File: config.mk
export PLATFORM = sky130hd
export DESIGN_NAME = output_port
export DESIGN_NICKNAME = d
export VERILOG_FILES = /design/src/rtl/output_port.sv
export SDC_FILE = /design/constraint.sdc
export NUM_CORES = 1
export LEC_CHECK = 0
export BUFFER_PORTS_ARGS = -buffer_cell sky130_fd_sc_hd__buf_2
export CORE_UTILIZATION = 30
export CTS_CLUSTER_DIAMETER = 50
export DETAILED_ROUTE_END_ITERATION = 10
export GPL_TIMING_DRIVEN = 0
export HOLD_SLACK_MARGIN = 0.08
export SYNTH_ARGS = -nofsm -noshare
export SYNTH_HDL_FRONTEND = slang
export SYNTH_SLANG_ARGS = --single-unit
File: constraint.sdc
create_clock -name clk -period 6.3 [get_ports clk]
set_input_delay 0.315 -clock clk [delete_from_list [all_inputs] [get_ports clk]]
set_output_delay 0.315 -clock clk [all_outputs]
set_load 0.005 [all_outputs]
File: src/rtl/output_port.sv
// output_port: buffered router link transmitter with on/off flow control and framing check.
// Ports: clk; rst (asynchronous, active-low); data_i/valid_flit_i from the crossbar;
// on_off_i from the downstream input port (1 = may send); data_o/valid_flit_o onto the link;
// is_full_o/is_empty_o fullness to the switch allocator; error_o sticky overflow/framing error;
// stall_cnt_o cycles spent holding flits while blocked.
// Flit layout: {flit_label[1:0], payload[DATA_W-1:0]}, label HEAD=0 BODY=1 TAIL=2 HEADTAIL=3.
// Optional: define OUTPUT_PORT_STALL_CNT_EN to build the saturating stall counter (else tied to 0).
module output_port #(
  parameter int BUFFER_SIZE = 8,
  parameter int STALL_CNT_W = 16,
  parameter int DATA_W      = 32
) (
  input  logic                   clk,
  input  logic                   rst,
  input  logic [DATA_W+1:0]      data_i,
  input  logic                   valid_flit_i,
  input  logic                   on_off_i,
  output logic [DATA_W+1:0]      data_o,
  output logic                   valid_flit_o,
  output logic                   is_full_o,
  output logic                   is_empty_o,
  output logic                   error_o,
  output logic [STALL_CNT_W-1:0] stall_cnt_o
);
  localparam int AW = $clog2(BUFFER_SIZE);
  localparam logic [1:0] HEAD = 2'd0, BODY = 2'd1, TAIL = 2'd2, HEADTAIL = 2'd3;
  typedef enum logic {IDLE, IN_PACKET} state_t;
  state_t state, state_n;
  logic [DATA_W+1:0] mem [BUFFER_SIZE];
  logic [AW-1:0] rd_ptr, wr_ptr;
  logic [AW:0] count;
  logic rd, wr, frame_err;
  logic [1:0] lbl;
  assign is_empty_o = count == '0;
  assign is_full_o  = count == (AW+1)'(BUFFER_SIZE);
  // on_off_i is used unregistered; the downstream threshold already covers the round trip
  assign rd  = !is_empty_o && on_off_i;
  // a write into a full FIFO is still legal when the head leaves in the same cycle
  assign wr  = valid_flit_i && (!is_full_o || rd);
  assign lbl = mem[rd_ptr][DATA_W+1 -: 2];
  // framing is checked on the flit leaving now; HEAD/HEADTAIL always restart a packet
  always_comb begin
    state_n   = !rd ? state : lbl == HEAD ? IN_PACKET : lbl == BODY ? state : IDLE;
    frame_err = rd && (state == IDLE ? (lbl == BODY || lbl == TAIL) : (lbl == HEAD || lbl == HEADTAIL));
  end
  always_ff @(posedge clk)
    if (wr) mem[wr_ptr] <= data_i;
  always_ff @(posedge clk or negedge rst)
    if (!rst) begin
      rd_ptr       <= '0;
      wr_ptr       <= '0;
      count        <= '0;
      data_o       <= '0;
      valid_flit_o <= 1'b0;
      error_o      <= 1'b0;
      state        <= IDLE;
    end else begin
      rd_ptr       <= rd_ptr + AW'(rd);
      wr_ptr       <= wr_ptr + AW'(wr);
      count        <= count + (AW+1)'(wr) - (AW+1)'(rd);
      data_o       <= rd ? mem[rd_ptr] : data_o;
      valid_flit_o <= rd;
      error_o      <= error_o || frame_err || (valid_flit_i && !wr);
      state        <= state_n;
    end
`ifdef OUTPUT_PORT_STALL_CNT_EN
  always_ff @(posedge clk or negedge rst)
    if (!rst) stall_cnt_o <= '0;
    else if (!is_empty_o && !on_off_i && stall_cnt_o != '1) stall_cnt_o <= stall_cnt_o + STALL_CNT_W'(1);
`else
  assign stall_cnt_o = '0;
`endif
endmodule

==> run metrics, run 1 <==
commonest non-fill, non-tap cell in the layout edfxtp_1; Area growth syn-to-layout 20.7%; Port Buf Inserts 75; Max FO, Critical Path 10; syn_area_per_cell approximately 18 sq um; clk_lat worst skew roughly 0.50 ns; unrepaired setup endpoints after global routing false; Max-slew headroom roughly 46%; distinct cell type count after synthesis 35; first-pass GRT wire length 43300 um; layout cells sized above 1 about a third; initial antenna violation count 3; post-layout min period between 2 and 3 ns; count of clock tree sinks 319; Core Area slightly above 40000 sq um; Die Span X between 200 and 250 um; CP arrival between 2 and 2.5 ns; P per Cell Area roughly 460 nW/um^2; H-tree lvl count 2; pre-CTS setup slack around 3.7 ns; post-synthesis compound-gate area fraction 8.92%; share of synthesized area spent on multiplexers ~12%; Worst-path clk slew around 0.060 ns; nature of the critical path endpoint output port; Worst VDD drop 0.000222 V; Sw Pwr roughly 2.2 mW; post-synthesis adder-cell area fraction about 1.2%; post_cts resized 0; area leader, netlist edfxtp_1; Max Cap Violations 0; I/O pin cnt 92; startpoint types flop; Post-Synthesis Cells 707; internal power roughly 4.8 mW; Hold Path Class in -> reg; fmax around 0.36 GHz; YS warnings 0; Routed Antenna Nets 0; post-route setup TNS 0 ns; FILL cells around 3.8k; Tightest Pin Transition 0.810 ns; vias per cell roughly 4.8; Root Driver clkbuf_16; vias in the first global route 6788; switch share between 30% and 40%; Post-Synth XOR/XNOR Area 0.346%; post-synth top area share 64.6%; top cells by area, synth edfxtp_1, dfrtp_1, mux2_2; clk_skew 0.0109 ns; combinational cell fraction of total power 30.9%; pin count of the biggest net entering global routing 48; synthesized area approximately 13000 sq um; Hold Fails Final Rpt 0; most frequent cells in the layout edfxtp_1, buf_2, mux2i_1; drt drc 0; largest family of logic cells by synthesized area multiplexers; worst setup path class reg -> out; RePlAce Congestion 0.733; Rows 74; status complete, no violations; remaining global-route overflow 0; Post-Synth Simple-Gate Area 1.10%; TritonCTS clock tree yes; sequential share of the synthesized area 73.9%; iteration-0 DRC count of the detailed router 429; Yosys reg bits roughly 320; Total Wirelength 29700 um; First-pass DRT Iterations 5; Final setup viols 0; gr usage total a little over an eighth; Avg WL per Cell 20.9 um; Post-CTS Setup Inserts 0; Slew Limit Fails 0; worst setup margin around 3.5 ns; Via Count approximately 6.8k; starting density of the core between 30% and 40%; dpl hpwl about 19000 um; Layout Nets 912; sequential power share ~41%; Worst EP required 5.98 ns; period utilization 43.9%; clk buf depth 3; Die Ht around 210 um; CTS Buf Count 35; Clock power frac about 28%; Pleak around 5.5 nW; total die area ~43000 sq um
final timing paths:
| check | startpoint | to | slack [ns] | cells past startpoint |
|---|---|---|---|---|
| setup / recovery | count[2] | is_empty_o | 3.53 | 6 |
| hold / removal | data_i[19] | mem[4][19] | 0.09 | 1 |
| setup reg to reg | count[2] | mem[0][21] | 3.73 | 7 |
| hold reg to reg | error_o | error_o | 0.48 | 1 |
| max in group asynchronous | rst | data_o[25] | 5.32 | 2 |
| min in group asynchronous | rst | data_o[5] | 0.41 | 2 |
sequential cells by signal (all words and copies together) (netlist names):
| register | count |
|---|---|
| count | 4 |
| mem | 272 |
| data_o | 34 |
| state | 1 |
| error_o | 1 |
| valid_flit_o | 1 |
| rd_ptr | 3 |
| wr_ptr | 3 |
power by group through the flow:
stage | clock network, mW | registers (mW) | logic, mW
6_report | 1.98 | 2.88 | 2.17
5_1_grt | 2.09 | 2.92 | 2.34
4_1_cts | 2.02 | 2.88 | 2.21
3_5_place_dp | 0 | 2.92 | 2.19
3_3_place_gp | 0 | 2.94 | 2.08
2_1_floorplan | 0 | 2.90 | 1.39
through the flow:
stage	power, mW	hold WS [ns]	instances	util [%]	instance area (sq um)
CTS	7.11	0.0804	1419	37.1	15300
floorplan	4.29	0.0194	722	-	12700
finish	7.03	0.0908	1420	37.1	15300
global placement	5.02	0.454	1329	33.4	13700
detailed placement	5.11	0.449	1343	34.0	14000
global route	7.35	0.0920	1420	37.1	15300
final cells by class:
| class | instances | area [sq um] | area share, % |
|---|---|---|---|
| Antenna cell | 1 | 2.50 | 0.0164 |
| Buffer | 57 | 350 | 2.29 |
| Clock buffer | 44 | 940 | 6.15 |
| Clock inverter | 18 | 179 | 1.17 |
| Inverter | 7 | 26.3 | 0.172 |
| Multi-Input combinational cell | 339 | 3040 | 19.9 |
| Sequential cell | 319 | 9340 | 61.2 |
| Tap cell | 532 | 666 | 4.36 |
| Timing Repair Buffer | 103 | 724 | 4.74 |
layer usage:
metal / part of all wire [%] / up-vias / global-route usage [%]
li1: - / 3090 / -
met1: 46 / 3431 / 19.3
met2: 46 / 221 / 21.2
met3: 6.9 / 40 / 3.00
met4: 1.7 / 4 / 3.68
met5: 0.071 / - / 0
cells in the mapped netlist:
master,count
mux2_2,66
xor2_1,4
buf_2,10
edfxtp_1,272
inv_1,7
or2_1,2
nor2b_1,2
a21o_1,1
ha_1,11
fa_1,1
o211ai_1,3
clkbuf_1,20
buf_6,4
a311o_1,1
nand2_1,3
or3b_1,1
conb_1,1
o22ai_1,34
a22o_1,34
o31ai_2,28
nand2b_1,4
nor3b_2,1
a21oi_1,1
buf_4,22
o21ai_0,34
or3_1,1
o31ai_1,6
mux2_1,3
xnor2_1,1
dfrtp_1,47
nor3_1,4
mux2i_1,68
o21a_1,1
nor2_1,8
buf_8,1
repair_timing:
| action | 4_1_cts | 5_1_grt |
|---|---|---|
| endpoints found under the setup margin | 0 | 0 |
| endpoints found under the hold margin | 151 | 0 |
| hold buffers | 14 | 0 |
worst max-delay path: stages (launching register included):
cell and delay [ns]:
dfrtp_1 0.35, inv_1 0.10, ha_1 0.17, nor3b_2 0.24
buf_2 0.31, clkbuf_1 0.52, buf_2 0.24
cell families (layout without fill, tap and decap cells):
family / count (synthesis) / count (layout)
compound gates: 143 / 143
flops: 319 / 319
other cells: 1 / 17
xor+xnor: 5 / 5
mux: 137 / 137
buf+inv: 64 / 229
simple gates: 26 / 26
fa+ha+maj: 12 / 12
No activity file was read; power rests on OpenSTA's default activity.
==> run 2: changes to the inputs <==
Clock period 6.3 ns to 2.64 ns, I/O delays scaled along.
==> run metrics, run 2 (synthesized netlist as in run 1, its figures left out) <==
status complete, no violations (unchanged); First-pass DRT Iterations 5 (unchanged); Max Cap Violations 0 (unchanged); CP cell instances buf_4 > buf_2 > mux2i_1 > a22o_1 > or2_1 > ha_1 > xnor2_1 > nor3_1 > a311o_1 (was inv_1 > ha_1 > nor3b_2 > buf_2 > clkbuf_1 > buf_2); Layout Nets 935 (was 912); Biggest register mem (unchanged); CTS Buf Count 35 (unchanged); CP arrival 2.81 ns (was 2.45 ns); count of clock tree sinks 319 (unchanged); total die area 43000 sq um (unchanged); gr usage total 14.4% (was 13.7%); first-pass GRT wire length 46400 um (was 43300 um); P per Cell Area 1090 nW/um^2 (was 460 nW/um^2); Die Ht 207 um (unchanged); Die Span X 207 um (unchanged); ANT cells 0 (was 1); Avg WL per Cell 21.3 um (was 20.9 um); I/O pin cnt 92 (unchanged); starting density of the core 30.7% (unchanged); initial antenna violation count 0 (was 3); Pleak 5.65 nW (was 5.52 nW); startpoint types flop (unchanged); worst setup path class reg -> reg (was reg -> out); Worst-path clk slew 0.06 ns (about the same); placed insts 1340 (was 1343); nature of the critical path endpoint flop (was output port); Worst VDD drop 0.000450 V (was 0.000222 V); layout cells sized above 1 30.8% (was 31.8%); period utilization 91.7%; biggest regs mem: 272 flops, data_o: 34 flops, count: 4 flops (unchanged); Tightest Pin Transition 0.813 ns (was 0.810 ns); clk_skew 0.0184 ns (was 0.0109 ns); drt drc 0 (unchanged); commonest non-fill, non-tap cell in the layout edfxtp_1 (unchanged); Port Buf Inserts 75 (unchanged); Worst EP required 3.03 ns (was 5.98 ns); Largest register FFs 272 (unchanged); Slew Limit Fails 0 (unchanged); Rows 74 (unchanged); RePlAce Congestion 0.726 (was 0.733); pin count of the biggest net entering global routing 48 (unchanged); most frequent cells in the layout edfxtp_1, buf_2, mux2i_1 (unchanged); clk buf depth 3 (unchanged); TritonCTS clock tree yes (unchanged); Via Count 6885 (was 6786); Total Wirelength 30700 um (was 29700 um); Hold Fails Final Rpt 0 (unchanged); fmax slightly above 0.4 GHz; Max-slew headroom 45.8% (was 46.0%); unrepaired setup endpoints after global routing false (unchanged); post-placement cell area 14100 sq um (was 14000 sq um); Power, Total 17.0 mW (was 7.03 mW); vias in the first global route 7332 (was 6788); post-layout min period approximately 2.4 ns; dpl hpwl 19200 um (was 18900 um); iteration-0 DRC count of the detailed router 400 (was 429); post-route core utilization 37.8% (was 37.1%); Root Driver clkbuf_16 (unchanged); Area growth syn-to-layout 23.2% (was 20.7%); vias per cell 4.77 (was 4.78); clk_lat worst skew 0.52 ns (was 0.50 ns); Routed Antenna Nets 0 (unchanged); Slowest-stage cell, CP dfrtp_1 (was clkbuf_1); Core Area 41200 sq um (unchanged); remaining global-route overflow 0 (unchanged); Cell Count, Final, Fillers Out 1443 (was 1420); crit-path max cell delay 0.35 ns (was 0.52 ns); Max FO, Critical Path 10 (unchanged); H-tree lvl count 2 (unchanged); Final setup viols 0 (unchanged); Hold Path Class in -> reg (unchanged); post-route cell area 15600 sq um (was 15300 sq um)
[run 2: cell types whose count changed in the layout (fill, tap and decap cells not counted), moves of 2 or more]
cell / previous run / this run
dlygate4sd3_1: 14 / 36
clkinv_2: 7 / 5
nor3_2: 2 / 0
clkbuf_1: 26 / 28
buf_6: 11 / 4
buf_16: 0 / 4
nor3_4: 0 / 2
clkbuf_8: 3 / 1
buf_4: 24 / 27
[run 2: repair_timing]
action / CTS / global route
pin swaps: 2 / 1
buffers inserted: 3 / 1
gates resized for setup: 0 / 2
endpoints found under the setup margin: 44 / 74
hold buffers: 36 / 0
endpoints found under the hold margin: 322 / 0
[run 2: power by group]
part           switching [mW]  internal [mW]  total (mW)
registers               0.374           6.50        6.87
logic                    3.05           2.25        5.30
clock network            1.93           2.88        4.81
total                    5.35           11.6        17.0
[run 2: path summary, 6_finish.rpt]
check / startpoint / to / slack (ns) / cells past startpoint
min reg2reg: error_o / error_o / 0.48 / 1
max: rd_ptr[0] / error_o / 0.22 / 9
min in group asynchronous: rst / data_o[16] / 0.26 / 2
min: on_off_i / data_o[28] / 0.17 / 4
max in group asynchronous: rst / data_o[2] / 1.83 / 2
max reg2reg: rd_ptr[0] / error_o / 0.22 / 9
[run 2: layer usage]
layer | up-vias | global-route usage, % | wire length [um]
met5 | - | 0 | 0
met4 | 0 | 3.76 | 560
met3 | 45 | 2.68 | 1530
met2 | 180 | 24.2 | 14600
met1 | 3528 | 19.2 | 14000
li1 | 3132 | - | -
[run 2: through the flow]
step	hold slack, ns	setup TNS, ns	setup WS (ns)
floorplan	-0.164	-42.69	-0.193
global placement	0.401	-488.05	-1.90
detailed placement	0.403	-3.24	-0.221
CTS	0.164	0	0.000700
global route	0.197	0	0.0524
finish	0.174	0	0.220
[run 2: critical path: cells and delay by family (launching register included)]
family / cells / cell delay [ns]
simple gates: 2 / 0.28
buf+inv: 2 / 0.49
compound gates: 2 / 0.59
mux: 1 / 0.12
fa+ha+maj: 1 / 0.31
xor+xnor: 1 / 0.16
flops: 1 / 0.35
[run 2: cell type report]
cell class                 count  area (sq um)
buffer                        57           352
clock buffer                  45           923
tap                          532           666
timing repair buffer         126          1010
inverter                       7          26.3
sequential                   319          9340
clock inverter                18           204
fill                        3787         25600
multi-input combinational    339          3050
==> run 3: changes to the inputs <==
--- a/constraint.sdc
+++ b/constraint.sdc
@@ -3,2 +3,2 @@
 set_output_delay 0.132 -clock clk [all_outputs]
-set_load 0.005 [all_outputs]
+set_load 0.05 [all_outputs]
==> run metrics, run 3 (synthesized netlist as in run 1, its figures left out) <==
Max-slew headroom 46.0% (was 45.8%); initial antenna violation count 0 (unchanged); Via Count 6898 (was 6885); Total Wirelength 30700 um (about the same); startpoint types flop (unchanged); TritonCTS clock tree yes (unchanged); Top delay family on crit path buffers and inverters (was compound AO/OA/AOI/OAI gates); worst setup path class reg -> out (was reg -> reg); Area growth syn-to-layout 23.2% (unchanged); H-tree lvl count 2 (unchanged); Core Area 41200 sq um (unchanged); met2 Resource Use GR 24.2% (unchanged); starting density of the core 30.7% (unchanged); I/O pin cnt 92 (unchanged); RePlAce Congestion 0.726 (unchanged); Worst Reg-to-Reg Cells 10 (was 9); Layout Nets 935 (unchanged); WP buf/inv 4 (was 2); Tightest Pin Transition 0.811 ns (was 0.813 ns); Hold EP data_o[27] (was data_o[28]); Hold Fails Final Rpt 0 (unchanged); drt drc 0 (unchanged); Max Cap Violations 0 (unchanged); layout cells sized above 1 30.8% (unchanged); clk_lat worst skew 0.52 ns (about the same); hold path depth 4 (unchanged); vias in the first global route 7332 (unchanged); iteration-0 DRC count of the detailed router 396 (was 400); Rows 74 (unchanged); clk buf depth 3 (unchanged); nature of the critical path endpoint output port (was flop); busiest grt layer met2 (unchanged); Max FO, Critical Path 10 (unchanged); GRT met3 Usage 2.68% (unchanged); placed insts 1340 (unchanged); count of clock tree sinks 319 (unchanged); Slowest-stage cell, CP dfrtp_1 (unchanged); Worst VDD drop 0.000456 V (was 0.000450 V); Pleak 5.65 nW (about the same); Worst R2R Start count[2] (was rd_ptr[0]); Port Buf Inserts 75 (unchanged); Routed Antenna Nets 0 (unchanged); vias per cell 4.78 (was 4.77); pre-CTS setup slack -0.221 ns (unchanged); gr usage total 14.4% (unchanged); CP cell instances inv_1 > ha_1 > nor3b_2 > buf_2 > buf_2 > buf_2 (was buf_4 > buf_2 > mux2i_1 > a22o_1 > or2_1 > ha_1 > xnor2_1 > nor3_1 > a311o_1); remaining global-route overflow 0 (unchanged); most frequent cells in the layout edfxtp_1, buf_2, mux2i_1 (unchanged); hold_sp on_off_i (unchanged); status complete, no violations (unchanged); Slew Limit Fails 0 (unchanged); worst setup margin 0.164 ns (was 0.220 ns); ANT cells 0 (unchanged); Root Driver clkbuf_16 (unchanged); R2R Setup Slk 0.22 ns (about the same); dpl hpwl 19200 um (unchanged); post-layout min period 2.48 ns (was 2.42 ns); CP most frequent cell buf_2; Biggest register mem (unchanged); Avg WL per Cell 21.3 um (about the same); biggest regs mem: 272 flops, data_o: 34 flops, count: 4 flops (unchanged); Worst R2R End rd_ptr[2] (was error_o); M1 GR Usage 19.2% (unchanged); commonest non-fill, non-tap cell in the layout edfxtp_1 (unchanged); CTS Buf Count 35 (unchanged); CP arrival 2.34 ns (was 2.81 ns); fmax 0.404 GHz (was 0.413 GHz); Die Ht 207 um (unchanged); First-pass DRT Iterations 5 (unchanged); first-pass GRT wire length 46400 um (unchanged); Final setup viols 0 (unchanged); Worst EP required 2.51 ns (was 3.03 ns); Hold Path Class in -> reg (unchanged); Cell Count, Final, Fillers Out 1443 (unchanged); post-route setup TNS 0 ns (unchanged); P per Cell Area 1150 nW/um^2 (was 1090 nW/um^2); pin count of the biggest net entering global routing 48 (unchanged); crit-path max cell delay 0.35 ns (about the same); Largest register FFs 272 (unchanged); Die Span X 207 um (unchanged); unrepaired setup endpoints after global routing false (unchanged); Worst-path clk slew 0.06 ns (about the same); period utilization 93.8% (was 91.7%); post-route core utilization 37.8% (unchanged); clk_skew 0.0194 ns (was 0.0184 ns); total die area 43000 sq um (unchanged)
## run 3: metrics by stage
step | hold WS, ns | instance area, sq um | total power, mW
after floorplan | -0.164 | 12700 | 11.2
after global placement | 0.401 | 13800 | 13.0
after detailed placement | 0.403 | 14100 | 13.3
after CTS | 0.164 | 15600 | 18.2
after global routing | 0.197 | 15600 | 18.8
final | 0.185 | 15600 | 18.0
## run 3: area by class of cell
type	instances	area, sq um
clock inverter	18	204
timing repair buffer	126	1010
buffer	57	352
sequential	319	9340
inverter	7	26.3
multi-input combinational	339	3050
tap	532	666
fill	3787	25600
clock buffer	45	923
## run 3: layer usage
| layer | share of wire [%] | vias to the layer above |
|---|---|---|
| met4 | 1.8 | 0 |
| met2 | 48 | 181 |
| met5 | 0 | - |
| met3 | 5.0 | 45 |
| met1 | 46 | 3545 |
| li1 | - | 3127 |
## run 3: worst register-to-register path, cell delays in order, from the launching register on
cell      delay (ns)
dfrtp_1         0.35
inv_1           0.10
ha_1            0.17
nor3b_2         0.23
nand2b_1        0.13
buf_2           0.24
buf_2           0.42
inv_1           0.13
ha_1            0.21
ha_1            0.18
xor2_1          0.14
## run 3: worst max-delay path by stage
| stage | startpoint | end | slack (ns) | depth (start not counted) |
|---|---|---|---|---|
| after floorplan | count[2] | mem[7][0] | -0.19 | 5 |
| after global placement | count[2] | mem[3][21] | -1.90 | 5 |
| final | count[2] | is_empty_o | 0.16 | 6 |
| after detailed placement | count[2] | mem[1][21] | -0.22 | 7 |
| after global routing | count[2] | is_empty_o | 0.01 | 6 |
| after CTS | count[2] | mem[2][23] | 0.03 | 6 |
## run 3: what timing repair did
| action | CTS | global route |
|---|---|---|
| hold buffers | 36 | 0 |
| buffers inserted | 3 | 1 |
| hold endpoints to repair | 322 | 0 |
| resized for setup | 1 | 1 |
| setup endpoints to repair | 45 | 74 |
| pin swaps | 2 | 1 |
## run 3: power breakdown
| part | switching (mW) | internal [mW] | total [mW] |
|---|---|---|---|
| logic | 4.05 | 2.26 | 6.31 |
| clock network | 1.93 | 2.88 | 4.81 |
| registers | 0.372 | 6.50 | 6.87 |
| total | 6.35 | 11.6 | 18.0 |
